[src/rtl/if_fetch_unit.sv]
// Instruction-fetch stage: owns the PC, fetches over a req/ack memory port and
// queues instructions with their PC/PC+4 in a prefetch FIFO ahead of IF/ID.
module if_fetch_unit #(
  parameter logic [31:0] RESET_PC   = 32'h0000_0000,
  parameter int unsigned FIFO_DEPTH = 2
) (
  input  logic        clk,
  input  logic        rst_n,
  output logic        imem_req,
  output logic [31:0] imem_addr,
  input  logic        imem_ack,
  input  logic [31:0] imem_data,
  input  logic        redirect,
  input  logic [31:0] redirect_pc,
  input  logic        id_stall,
  output logic        if_valid,
  output logic [31:0] if_instr,
  output logic [31:0] if_pc,
  output logic [31:0] if_pc4
);

  localparam int unsigned      PTR_W    = (FIFO_DEPTH > 1) ? $clog2(FIFO_DEPTH) : 1;
  localparam int unsigned      CNT_W    = $clog2(FIFO_DEPTH + 1);
  localparam logic [CNT_W-1:0] DEPTH_C  = CNT_W'(FIFO_DEPTH);
  localparam logic [PTR_W-1:0] LAST_PTR = PTR_W'(FIFO_DEPTH - 1);

  typedef enum logic {S_RUN, S_DROP} state_e;

  typedef struct packed {
    logic [31:0] instr;
    logic [31:0] pc;
  } entry_t;

  state_e             state_q, state_d;
  logic [31:0]        fetch_pc_q, fetch_pc_d;
  logic [31:0]        addr_q, addr_d;
  logic               req_q, req_d;
  logic [CNT_W-1:0]   cnt_q, cnt_d;
  logic [PTR_W-1:0]   wr_ptr_q, wr_ptr_d;
  logic [PTR_W-1:0]   rd_ptr_q, rd_ptr_d;
  entry_t             fifo_q [FIFO_DEPTH];
  logic               valid_q, valid_d;
  entry_t             head_q, head_d;
  entry_t             push_entry;
  logic               ack_c, push_c, pop_c;

  function automatic logic [PTR_W-1:0] ptr_inc(input logic [PTR_W-1:0] p);
    return (p == LAST_PTR) ? '0 : p + PTR_W'(1);
  endfunction

  // An ack only counts against a live request; redirect kills both push and pop.
  assign ack_c  = req_q & imem_ack;
  assign push_c = (state_q == S_RUN) & ack_c & ~redirect;
  assign pop_c  = (cnt_q != '0) & ~id_stall & ~redirect;

  always_comb begin
    state_d          = state_q;
    fetch_pc_d       = fetch_pc_q;
    cnt_d            = cnt_q;
    wr_ptr_d         = wr_ptr_q;
    rd_ptr_d         = rd_ptr_q;
    push_entry.instr = imem_data;
    push_entry.pc    = fetch_pc_q;

    if (redirect) begin
      fetch_pc_d = redirect_pc & 32'hFFFF_FFFC;
      cnt_d      = '0;
      wr_ptr_d   = '0;
      rd_ptr_d   = '0;
      state_d    = (req_q && !imem_ack) ? S_DROP : S_RUN;
    end else if (state_q == S_DROP) begin
      if (ack_c) state_d = S_RUN;
    end else begin
      if (push_c) begin
        fetch_pc_d = fetch_pc_q + 32'd4;
        wr_ptr_d   = ptr_inc(wr_ptr_q);
      end
      if (pop_c) rd_ptr_d = ptr_inc(rd_ptr_q);
      cnt_d = cnt_q + CNT_W'(push_c) - CNT_W'(pop_c);
    end

    // The stale request keeps its address until it is acked.
    req_d   = (state_d == S_DROP) || (cnt_d < DEPTH_C);
    addr_d  = (state_d == S_DROP) ? addr_q : fetch_pc_d;
    valid_d = (cnt_d != '0);

    // Next head is the entry being pushed when nothing older survives the pop.
    if (!valid_d) begin
      head_d = '0;
    end else if (push_c && ((cnt_q - CNT_W'(pop_c)) == '0)) begin
      head_d = push_entry;
    end else begin
      head_d = fifo_q[rd_ptr_d];
    end
  end

  always_ff @(posedge clk or negedge rst_n) begin
    if (!rst_n) begin
      state_q    <= S_RUN;
      fetch_pc_q <= RESET_PC;
      addr_q     <= RESET_PC;
      req_q      <= 1'b0;
      cnt_q      <= '0;
      wr_ptr_q   <= '0;
      rd_ptr_q   <= '0;
      valid_q    <= 1'b0;
      head_q     <= '0;
    end else begin
      state_q    <= state_d;
      fetch_pc_q <= fetch_pc_d;
      addr_q     <= addr_d;
      req_q      <= req_d;
      cnt_q      <= cnt_d;
      wr_ptr_q   <= wr_ptr_d;
      rd_ptr_q   <= rd_ptr_d;
      valid_q    <= valid_d;
      head_q     <= head_d;
    end
  end

  // Storage needs no reset: entries are only read once counted valid.
  always_ff @(posedge clk) begin
    if (push_c) fifo_q[wr_ptr_q] <= push_entry;
  end

  assert property (@(posedge clk) disable iff (!rst_n) !(push_c && (cnt_q == DEPTH_C)));

  assign imem_req  = req_q;
  assign imem_addr = addr_q;
  assign if_valid  = valid_q;
  assign if_instr  = head_q.instr;
  assign if_pc     = head_q.pc;
  assign if_pc4    = valid_q ? head_q.pc + 32'd4 : 32'd0;

endmodule

[config.mk]
export PLATFORM = sky130hd
export DESIGN_NAME = if_fetch_unit
export DESIGN_NICKNAME = d
export VERILOG_FILES = /design/src/rtl/if_fetch_unit.sv
export SDC_FILE = /design/constraint.sdc
export NUM_CORES = 1
export LEC_CHECK = 0
export BUFFER_PORTS_ARGS = -buffer_cell sky130_fd_sc_hd__buf_2
export CORE_MARGIN = 4
export CORE_UTILIZATION = 35
export CTS_CLUSTER_DIAMETER = 60
export DETAILED_ROUTE_END_ITERATION = 8
export GPL_TIMING_DRIVEN = 0
export HOLD_SLACK_MARGIN = 0.12
export SYNTH_ARGS = -nofsm -noshare
export SYNTH_HDL_FRONTEND = slang
export SYNTH_SLANG_ARGS = --single-unit
export TNS_END_PERCENT = 50
[constraint.sdc]
create_clock -name clk -period 10.6 [get_ports clk]
set_input_delay 1.59 -clock clk [delete_from_list [all_inputs] [get_ports clk]]
set_output_delay 1.59 -clock clk [all_outputs]
set_load 0.005 [all_outputs]
==> metrics.txt <==
final wirelength=30400 um; sequential cell area=0.00722 sq mm; status=finished clean; Max Buffers Root-to-Sink=3; largest family of logic cells by synthesized area=simple AND/OR/NAND/NOR gates; GRT busiest layer=met2; sequential area share after synthesis=0.649; Tmin final=roughly 4.7 ns; post-detail-place hpwl=21400 um; crit path kind=reg -> out; I/O Buffers=approximately 200; Reg power frac=0.483; Vias=8263; cts bufs inserted=30; crit share post-route=0.442; largest net degree at the start of global routing=79; Die X=186 um; Slew Limit Fails=0; Detailed Route Iter0 Violations=616; P&R area growth vs syn=23.2%; Rel. slew slack=0.360; Post-Synthesis Mean Instance Area=11.7 sq um; FMAX=0.214 GHz; vias in the first global route=between 8000 and 9000; Switch Pwr=0.000682 W; Clock Skew=0.0240 ns; Cells after Synth=roughly 950; Combinational Power Share=0.128; Die Area=0.0347 sq mm; syn nets=1021; routed vias/inst=5.14; worst hold start=imem_addr[7]$_DFFE_PN0N_; Avg WL per Cell=18.9 um; clk sinks=263; path depth of the worst reg2reg path=10; Worst Max-Slew Pin Slew=between 0.9 and 1 ns; H-tree lvl count=1; synthesized-area fraction occupied by adder cells=0.00337; XOR/XNOR share of the synthesized area=0.0422; hold path cells=1; reg2reg end=if_pc[5]$_DFF_PN0_; met3 Resource Use GR=0.0296; internal power=0.00189 W; Antenna Violating Nets Remaining=0; Switching Share=0.265; ys async rst share=0.513; first-pass iteration count of the detailed router=5; top cell type's share of synthesized area=0.345; Crit. End Element=output port; CP required=9.01 ns; number of synthesized flops with an enable pin=128; antenna violations before repair=0; Die Y=186 um; worst-path fanout max=9; antenna cells=0; total power=0.00257 W; FF+latch count, synth=263; critical path launch point type=flop; Initial Util=0.354; most common cell after layout, fill and taps aside=buf_2; FILL cells=3013; final net count=1254; synthesized-area fraction occupied by and/or/nand/nor cells=0.166; synthesized area=0.0111 sq mm; setup tns final=0 ns; post-CTS sizing=0; first-pass GRT wire length=47900 um; Hold Crit Class=reg -> reg; Synth Area in Compound Gates=0.0842; total I/O pin count=a little under 200; hold_buf cts=0; Fin. Hold Viols=0; met2 GRT Util=0.261; synth warn=0; Worst-path clk slew=0.06 ns; max cap viols=0; Post-CTS Setup Bufs=0; Worst-Skew Late Latency=0.56 ns; Root Driver=clkbuf_16; pwr dens=188 mW/mm^2; R2R Path Start=imem_req$_DFF_PN0_; main flop type after synthesis=dfrtp_1; Overall Global Routing Usage=0.170; CP startpoint=if_pc[4]$_DFF_PN0_; CTS tree=done; synth top area cells=edfxtp_1 (35%), dfrtp_1 (30%), nand2_1 (5.9%); mux cell area share after synthesis=0.0309; drc violations=0; met1 GRT Util=0.256; Clk network pwr share=0.389; Synth area leader=edfxtp_1; layout cell share with drive strength beyond 1=0.238; Max VDD drop=0.115 mV; most frequent cells in the layout=buf_2 (205), nand2_1 (174), dfrtp_1 (135), nor2_1 (133), edfxtp_1 (128); Final GP Congestion=0.823; setup slack, reg-to-reg=7.55 ns; RSZ-0062 raised after global routing=false; Overflow after GRT=0; core area=0.0315 sq mm; Hold Crit Endpoint=imem_addr[7]$_DFFE_PN0N_; setup violators final=0; static leakage=roughly 5.7 nW; multi-input combinational cell area=around 0.0036 sq mm; row count=65; Synth cell types=47; Critical Path AT=3.09 ns
[final cells by class]
type / count / share of cell area
tap: 402 / 0.0367
clock inverter: 10 / 0.00840
timing repair buffer: 201 / 0.0806
inverter: 12 / 0.00329
buffer: 57 / 0.0165
sequential: 263 / 0.527
clock buffer: 46 / 0.0613
multi-input combinational: 617 / 0.266
[power groups by stage]
stage | registers (W) | clock network, W | logic (W)
2_1_floorplan | 0.00124 | 0 | 0.000171
3_3_place_gp | 0.00126 | 0 | 0.000322
3_5_place_dp | 0.00126 | 0 | 0.000334
4_1_cts | 0.00124 | 0.00102 | 0.000336
5_1_grt | 0.00126 | 0.00107 | 0.000368
6_report | 0.00124 | 0.00100 | 0.000330
[through the flow]
stage	hold slack (ns)	cells	setup slack (ns)	instance area, sq um	util
global placement	0.485	1547	3.59	12600	0.401
global route	0.524	1608	5.72	13700	0.436
floorplan	0.457	949	5.56	11100	-
finish	0.505	1608	5.92	13700	0.436
detailed placement	0.489	1552	5.54	12800	0.405
CTS	0.510	1608	5.85	13700	0.436
[worst max path at each step]
stage	cells past startpoint	slack, ns	end
after floorplan	2	5.56	fifo_q[0][0]$_DFFE_PP_
after global placement	3	3.59	fifo_q[0][49]$_DFFE_PP_
after detailed placement	12	5.54	if_pc[21]$_DFF_PN0_
after CTS	6	5.85	if_pc4[31]
after global routing	6	5.72	if_pc4[31]
final	6	5.92	if_pc4[31]
[cell families (layout without fill, tap and decap cells)]
kind of cell    count (synthesis)  in the layout
simple gates                  412            412
flops                         263            263
compound gates                119            119
buf+inv                        69            326
xor+xnor                       52             52
mux                            31             31
fa+ha+maj                       3              3
[state kept, by name, indices dropped and copies added, names as in the netlist, 2 cells and up]
name        count
fetch_pc_q     32
fifo_q        128
if_instr       32
cnt_q           2
imem_addr      32
if_pc          32
[metal layers]
layer,share of wire,vias up
met5,0,-
met4,0.019,0
met3,0.065,45
met2,0.44,295
met1,0.48,4042
li1,-,3881
[worst max-delay path, stage by stage, from the launching register on]
cell and delay (ns):
dfrtp_1 0.48, nand4_1 0.13, nor2_1 0.62, nand3_1 0.44, or4_1 0.57, a21oi_1 0.15
buf_2 0.14
[cells in the mapped netlist, types with 11 or more instances]
cell type,instances
xnor2_1,23
xor2_1,28
inv_1,11
edfxtp_1,128
nor2_1,134
a311oi_1,64
a21oi_1,20
mux2_2,27
nand4_1,21
dfrtp_1,135
nand3_1,21
clkbuf_1,43
nand2_1,174
a221o_1,13
(Power assumes the default switching activity.)
